===== config.mk =====
export PLATFORM = sky130hd
export DESIGN_NAME = cmac_link_ctrl
export DESIGN_NICKNAME = d
export VERILOG_FILES = /design/src/rtl/cmac_link_ctrl.sv
export SDC_FILE = /design/constraint.sdc
export NUM_CORES = 1
export LEC_CHECK = 0
export ABC_CLOCK_PERIOD_IN_PS = 5200
export BUFFER_PORTS_ARGS = -buffer_cell sky130_fd_sc_hd__buf_4
export CORE_ASPECT_RATIO = 1.5
export CORE_UTILIZATION = 35
export DETAILED_ROUTE_END_ITERATION = 10
export PLACE_DENSITY = 0.54
export SYNTH_ARGS = -nofsm -noshare
export SYNTH_HDL_FRONTEND = slang
export SYNTH_SLANG_ARGS = --single-unit

===== constraint.sdc =====
create_clock -name clk -period 5.2 [get_ports clk]
set_input_delay 0.52 -clock clk [delete_from_list [all_inputs] [get_ports clk]]
set_output_delay 0.52 -clock clk [all_outputs]
set_load 0.02 [all_outputs]

===== src/rtl/cmac_link_ctrl.sv =====
// Run-time link controller for one CMAC: bring-up, alignment supervision and resync/reset recovery.
// Define CMAC_LINK_STATS_EN to build the link_down_cnt statistics counter; otherwise it reads as zero.
module cmac_link_ctrl #(
    parameter int ALIGN_TIMEOUT   = 1000000,
    parameter int DEBOUNCE        = 256,
    parameter int RESYNC_PULSE    = 4,
    parameter int MAX_RETRIES     = 3,
    parameter int RX_RESET_CYCLES = 16
) (
    input  logic        clk,
    input  logic        rst_n,
    input  logic        enable,
    input  logic        rx_aligned,
    input  logic        clr_stats,
    output logic        ctl_rx_enable,
    output logic        ctl_tx_enable,
    output logic        ctl_tx_send_lfi,
    output logic        ctl_tx_send_rfi,
    output logic        ctl_rx_force_resync,
    output logic        rx_reset,
    output logic        link_up,
    output logic [2:0]  state_o,
    output logic [1:0]  retry_cnt,
    output logic [15:0] link_down_cnt
);

    localparam int MAX_AB  = (ALIGN_TIMEOUT > DEBOUNCE) ? ALIGN_TIMEOUT : DEBOUNCE;
    localparam int MAX_CD  = (RESYNC_PULSE > RX_RESET_CYCLES) ? RESYNC_PULSE : RX_RESET_CYCLES;
    localparam int MAX_CNT = (MAX_AB > MAX_CD) ? MAX_AB : MAX_CD;
    localparam int TW      = ($clog2(MAX_CNT) > 0) ? $clog2(MAX_CNT) : 1;

    localparam logic [TW-1:0] ALIGN_LAST  = TW'(ALIGN_TIMEOUT - 1);
    localparam logic [TW-1:0] DEB_LAST    = TW'(DEBOUNCE - 1);
    localparam logic [TW-1:0] RESYNC_LAST = TW'(RESYNC_PULSE - 1);
    localparam logic [TW-1:0] RXRST_LAST  = TW'(RX_RESET_CYCLES - 1);

    typedef enum logic [2:0] {
        S_DISABLED   = 3'd0,
        S_WAIT_ALIGN = 3'd1,
        S_DEBOUNCE   = 3'd2,
        S_UP         = 3'd3,
        S_RESYNC     = 3'd4,
        S_RX_RST     = 3'd5
    } state_e;

    state_e        state_q, state_d;
    logic [TW-1:0] timer_q, timer_d;
    logic [1:0]    retry_q, retry_d;
    logic          link_drop;
    // Control bundle: {rx_en, tx_en, lfi, rfi, resync, rx_reset, link_up}
    logic [6:0]    ctl_q, ctl_d;

    always_ff @(posedge clk or negedge rst_n) begin
        if (!rst_n) begin
            state_q <= S_DISABLED;
            timer_q <= '0;
            retry_q <= '0;
            ctl_q   <= '0;
        end else begin
            state_q <= state_d;
            timer_q <= timer_d;
            retry_q <= retry_d;
            ctl_q   <= ctl_d;
        end
    end

    always_comb begin
        state_d   = state_q;
        timer_d   = timer_q;
        retry_d   = retry_q;
        link_drop = 1'b0;
        if (!enable) begin
            state_d = S_DISABLED;
            timer_d = '0;
            retry_d = '0;
        end else begin
            case (state_q)
                S_DISABLED: begin
                    state_d = S_WAIT_ALIGN;
                    timer_d = '0;
                end
                S_WAIT_ALIGN: begin
                    // Alignment seen on the timeout cycle still wins over recovery.
                    if (rx_aligned) begin
                        state_d = S_DEBOUNCE;
                        timer_d = '0;
                    end else if (timer_q == ALIGN_LAST) begin
                        timer_d = '0;
                        if (int'(retry_q) < MAX_RETRIES) begin
                            state_d = S_RESYNC;
                            retry_d = (retry_q == 2'd3) ? 2'd3 : retry_q + 2'd1;
                        end else begin
                            state_d = S_RX_RST;
                            retry_d = '0;
                        end
                    end else begin
                        timer_d = timer_q + TW'(1);
                    end
                end
                S_DEBOUNCE: begin
                    if (!rx_aligned) begin
                        state_d = S_WAIT_ALIGN;
                        timer_d = '0;
                    end else if (timer_q == DEB_LAST) begin
                        state_d = S_UP;
                        timer_d = '0;
                        retry_d = '0;
                    end else begin
                        timer_d = timer_q + TW'(1);
                    end
                end
                S_UP: begin
                    if (!rx_aligned) begin
                        state_d   = S_WAIT_ALIGN;
                        timer_d   = '0;
                        link_drop = 1'b1;
                    end
                end
                S_RESYNC: begin
                    if (timer_q == RESYNC_LAST) begin
                        state_d = S_WAIT_ALIGN;
                        timer_d = '0;
                    end else begin
                        timer_d = timer_q + TW'(1);
                    end
                end
                S_RX_RST: begin
                    if (timer_q == RXRST_LAST) begin
                        state_d = S_WAIT_ALIGN;
                        timer_d = '0;
                    end else begin
                        timer_d = timer_q + TW'(1);
                    end
                end
                default: begin
                    state_d = S_DISABLED;
                    timer_d = '0;
                    retry_d = '0;
                end
            endcase
        end
    end

    // Outputs are decoded from the next state so the registered copy lines up with state_q.
    always_comb begin
        ctl_d = '0;
        case (state_d)
            S_WAIT_ALIGN: ctl_d = 7'b1011000;
            S_DEBOUNCE:   ctl_d = 7'b1011000;
            S_UP:         ctl_d = 7'b1100001;
            S_RESYNC:     ctl_d = 7'b1011100;
            S_RX_RST:     ctl_d = 7'b1011010;
            default:      ctl_d = '0;
        endcase
    end

    assign ctl_rx_enable       = ctl_q[6];
    assign ctl_tx_enable       = ctl_q[5];
    assign ctl_tx_send_lfi     = ctl_q[4];
    assign ctl_tx_send_rfi     = ctl_q[3];
    assign ctl_rx_force_resync = ctl_q[2];
    assign rx_reset            = ctl_q[1];
    assign link_up             = ctl_q[0];
    assign state_o             = state_q;
    assign retry_cnt           = retry_q;

`ifdef CMAC_LINK_STATS_EN
    logic [15:0] ldc_q;

    // A clear on the same cycle as a link drop leaves the counter at zero.
    always_ff @(posedge clk or negedge rst_n) begin
        if (!rst_n) begin
            ldc_q <= '0;
        end else if (clr_stats) begin
            ldc_q <= '0;
        end else if (link_drop && (ldc_q != 16'hFFFF)) begin
            ldc_q <= ldc_q + 16'd1;
        end
    end

    assign link_down_cnt = ldc_q;
`else
    logic unused_stats;

    assign unused_stats  = clr_stats ^ link_drop;
    assign link_down_cnt = '0;
`endif

endmodule


=== Word level (Yosys, flattened, before mapping) ===
Index checks and enable logic that the tools add are counted.

* Add/subtract/negate cells: 2
* Order comparisons: 1
* Eq/ne operators: 21
* Multiplexer cells: 28
* Reductions and logical operators: 4

{| class="wikitable"
|+ Operators with widths
! operator !! number
|-
| $mux W20 || 8
|-
| $pmux W20 S5 || 1
|-
| $pmux W7 S4 || 1
|-
| $mux W3 || 8
|-
| $add A20 B1 Y20 const B || 1
|-
| $eq A20 B2 Y1 const B || 1
|-
| $eq A20 B20 Y1 const B || 1
|-
| $eq A20 B4 Y1 const B || 1
|-
| $eq A20 B8 Y1 const B || 1
|-
| $pmux W3 S6 || 1
|-
| $ne A3 B3 Y1 const B || 5
|-
| $mux W2 || 7
|-
| $eq A3 B2 Y1 const B || 4
|-
| $eq A3 B3 Y1 const B || 4
|-
| $eq A3 B1 Y1 const B || 2
|-
| $pmux W2 S3 || 1
|-
| $reduce_and A5 Y1 || 1
|-
| $reduce_or A4 Y1 || 1
|-
| $logic_not A3 Y1 || 1
|-
| $add A2 B1 Y2 const B || 1
|-
| $eq A2 B2 Y1 const B || 1
|-
| $lt A2 B2 Y1 const B || 1
|-
| $ne A2 B2 Y1 const B || 1
|-
| $reduce_or A2 Y1 || 1
|-
| $mux W1 || 1
|}

* Flip-flop bits (word level): 32
* Input port bits: 5
* Output and inout bits: 28
* Word-level logic and storage cells: 60

=== Longest topological paths before layout ===
* Depth after elaboration: 9
* Mapped depth: 9
* Gate-level depth less buffers: 6

=== Worst setup path before layout ===
OpenSTA, ideal clock, no wires.

* Path kind: register to register
* Start point: register state_q[0] (netlist: state_o[0])
* End point: register timer_q[15]
* Library setup time: 0.104 ns
* Arrival: 1.883 ns
* Data required time: 5.096 ns
* Path slack: 3.213 ns
* Stages on the path, launching flop included: 8
* Buffers on the path: 2
* Clock period less this slack: 1.987 ns
* Cell sequence: dfrtp_1 -> buf_2 -> nor2b_1 -> nand3_1 -> a211oi_2 -> nor3_2 -> buf_4 -> o311ai_1

* Longest elaborated chain between the ends: 3
* Elaborated cells on any way between the ends: 8
* Those cells by class: eq/ne (6); mux (2)

{| class="wikitable"
|+ Ends and longest elaborated chain
! element !! RTL line !! RTL
|-
| start, declared || 46 || <nowiki>state_e state_q, state_d;</nowiki>
|-
| start signal, assigned || 60 || <nowiki>state_q <= state_d;</nowiki>
|-
| $eq A3 B3 Y1 (tied with other cells) || 77 || <nowiki>case (state_q)</nowiki>
|-
| $pmux W20 S5 || 77 ||
|-
| $mux W20 || 72 || <nowiki>if (!enable) begin</nowiki>
|-
| end signal, assigned || 61 || <nowiki>timer_q <= timer_d;</nowiki>
|-
| end, declared || 47 || <nowiki>logic [TW-1:0] timer_q, timer_d;</nowiki>
|}

Parallel ways exist; a longest one is shown, timed or not.
A chain may end at the register's enable or synchronous reset.

=== Worst setup path after layout ===
* Start point: register timer_q[0]
* End point: register timer_q[8]

* Longest elaborated chain between the ends: 5
* Elaborated cells on any way between the ends: 13
* Those cells by class: add/sub (1); eq/ne (4); mux (8)

{| class="wikitable"
|+ Ends and longest elaborated chain
! element !! RTL line
|-
| $add A20 B1 Y20 (tied with other cells) || --
|-
| $mux W20 (on tied branches) || 104, 87
|-
| $mux W20 (on tied branches) || 101, 84
|-
| $pmux W20 S5 * || 77
|-
| $mux W20 * || 72
|}

Mark *: on every way between the ends. The rest lies on a longest branch, timed or not.

==> impl_metrics.tcl <==
set metrics [dict create \
    status "completed" \
    ys.warnings.count 0 \
    p_clk_frac 0.407 \
    grt_usage 0.175 \
    relSlewSlack 0.478 \
    layout_min_cycle_time_ps 2730 \
    avgViaCountPerCell 5.25 \
    syn-cell-area_um2 2010 \
    clockRootBuffer "clkbuf_8" \
    p_int_uw 357 \
    rsz0062_at_grt "false" \
    wl_per_cell_um 14.8 \
    hold_viol 0 \
    dp.cells 310 \
    p_sw_frac 0.274 \
    cts-resized-gates 0 \
    rows 33 \
    grt_max_degree 31 \
    ys_types 46 \
    clock_latency_ps 290 \
    grt-ovfl-total 0 \
    fmax_ghz 0.366 \
    core-area_um2 5490 \
    grt_antenna_before_repair 0 \
    firstDrtPassIters 4 \
    gp_congestion 0.767 \
    ios 33 \
    die_height_um 94.9 \
    path_clk_slew_ps 70 \
    synth_edf_count 0 \
    vdd_drop_max_v 0.0000716 \
    final_cell_mix "37 x nand2_1, 30 x dfrtp_1, 18 x nor2_1" \
    final_common_cell "nand2_1" \
    start_util 0.367 \
    slew_violations 0 \
    required_ps 5350 \
    worstSetupEndpointType "flop" \
    synthMuxAreaShare 0 \
    die_x_um 63.9 \
    first_global_vias 1654 \
    synth-simple-area-share 0.261 \
    path_max_fanout 11 \
    port_buffers 15 \
    crit_type "flop to flop" \
    synth-seq-cells 30 \
    maxCapViolCount 0 \
    finalWirelength_mm 4.71 \
    reg2reg_slack_ps 2470 \
    crit_path_start_kind "flop" \
    grt_pass1_wl_mm 8.07 \
    clock_skew_ps 9.57 \
    synth_top_family_by_area "simple AND/OR/NAND/NOR gates" \
    final_area_um2 2170 \
    cts.sinks 30 \
    rr_startpoint "timer_q[0]$_DFFE_PN0P_" \
    p_seq_frac 0.491 \
    hp-class "input pin to asynchronous set/reset pin" \
    drtIter0Drc 77 \
    power.density_nw_per_um2 227 \
    vias 1671 \
    nets 254 \
    finalWorstSetupSlack_ps 2470 \
    synth-compound-area-share 0.199 \
    setup_tns_ps 0 \
    instances_no_fill 318 \
    fin_crit_sh 0.525 \
    ant_nets 0 \
    leakage_uw 0.000924 \
    syn_avg_cell_area_um2 8.32 \
    worstReg2RegEnd "timer_q[8]$_DFFE_PN0P_" \
    insertedDiodeCount 0 \
    clock_path_buffers 2 \
    comb_power_share 0.102 \
    post_cts_buffers 0 \
    drive_above_1_share 0.129 \
    numCtsBuffers 5 \
    drcViolationCount 0 \
    setup_viol 0 \
    area_delta_synth_final_pct 7.70 \
    postCtsHoldBufs 0 \
    tritoncts "yes" \
    synth_xor_area_frac 0.0391 \
    hpwl_mm 3.39 \
    ys.flop_type "dfrtp_1" \
    placed_cell_area_um2 2080 \
    fp.dieArea_um2 6070 \
    postSynthCellCount 242 \
    synth-seq-area-share 0.373 \
    p_sw_uw 135 \
    dp_slack_ps 2480 \
    synthAdderAreaFrac 0.0124 \
    worstPathArrival_ps 2880 \
    worstRegToRegCells 7 \
    htree_levels 2 \
    tightestPinTransition_ps 782 \
    async_reset_ff_frac 1.00 \
]
-- layout make-up --
class | count | area [µm²]
Multi-Input combinational cell | 187 | 1090
Tap cell | 70 | 87.6
Clock buffer | 7 | 86.3
Inverter | 6 | 22.5
Clock inverter | 1 | 5.00
Sequential cell | 30 | 751
Timing Repair Buffer | 17 | 128
Fill cell | 579 | 3320
-- power groups by stage --
stage	combinational, µW	sequential [µW]	clock (µW)
floorplan	42.3	246	0
global placement	50.9	246	0
detailed placement	50.8	246	0
CTS	50.9	241	205
global route	55.8	242	213
finish	50.2	241	200
-- through the flow --
stage / hold slack, ps / utilization / power, µW
floorplan: 224 / - / 288
global placement: 487 / 0.378 / 296
detailed placement: 487 / 0.378 / 297
CTS: 173 / 0.395 / 497
global route: 195 / 0.395 / 511
finish: 157 / 0.395 / 492
-- layer usage --
metal / wire (µm) / part of all wire / track usage / vias up
li1: - / - / - / 842
met1: 2030 / 0.43 / 0.191 / 787
met2: 2450 / 0.52 / 0.326 / 35
met3: 137 / 0.029 / 0.0302 / 7
met4: 102 / 0.022 / 0.0795 / 0
met5: 0 / 0 / 0 / -
-- kinds of logic after synthesis --
| family | Yosys count |
|---|---|
| flops | 30 |
| fa+ha+maj | 2 |
| compound gates | 57 |
| other cells | 1 |
| simple gates | 103 |
| buf+inv | 40 |
| xor+xnor | 9 |
-- cells in the mapped netlist, types with 2 or more instances --
cell,number,share of area
nand2_1,37,0.069
buf_2,5,0.012
nor2b_1,4,0.012
nor2_1,18,0.034
and4_1,4,0.017
o21ai_0,17,0.042
nor4_1,4,0.012
o211ai_1,12,0.045
dfrtp_1,30,0.37
ha_1,2,0.012
nor3_1,6,0.015
clkbuf_1,8,0.015
nand3_1,12,0.030
o311ai_1,2,0.0087
xor2_1,3,0.013
o31ai_1,7,0.026
nand4_1,7,0.022
and3_1,4,0.012
buf_4,19,0.071
a21oi_1,4,0.0099
clkbuf_2,2,0.0050
xnor2_1,6,0.026
inv_1,6,0.011
-- sequential cells by signal, indices dropped and copies added, names as in the netlist --
register	count
timer_q	20
ctl_q	5
state_o	3
retry_cnt	2
-- worst max-delay path, cell delays in order, from the launching register on --
cell and delay [ps]:
dfrtp_1 400, ha_1 260, and3_1 310, nand3_1 250, o21a_1 410, nor3_2 560, buf_4 280, o211ai_1 110
-- worst max-delay path by stage --
stage / cells past startpoint / slack, ps / to / startpoint
finish: 7 / 2470 / timer_q[8]$_DFFE_PN0P_ / timer_q[0]$_DFFE_PN0P_
global route: 7 / 2240 / timer_q[19]$_DFFE_PN0P_ / timer_q[0]$_DFFE_PN0P_
CTS: 7 / 2450 / timer_q[8]$_DFFE_PN0P_ / timer_q[0]$_DFFE_PN0P_
detailed placement: 7 / 2480 / timer_q[10]$_DFFE_PN0P_ / timer_q[0]$_DFFE_PN0P_
global placement: 7 / 2460 / timer_q[8]$_DFFE_PN0P_ / timer_q[0]$_DFFE_PN0P_
floorplan: 7 / 3210 / timer_q[15]$_DFFE_PN0P_ / state_o[0]$_DFF_PN0_
No activity file was read; power rests on OpenSTA's default activity.
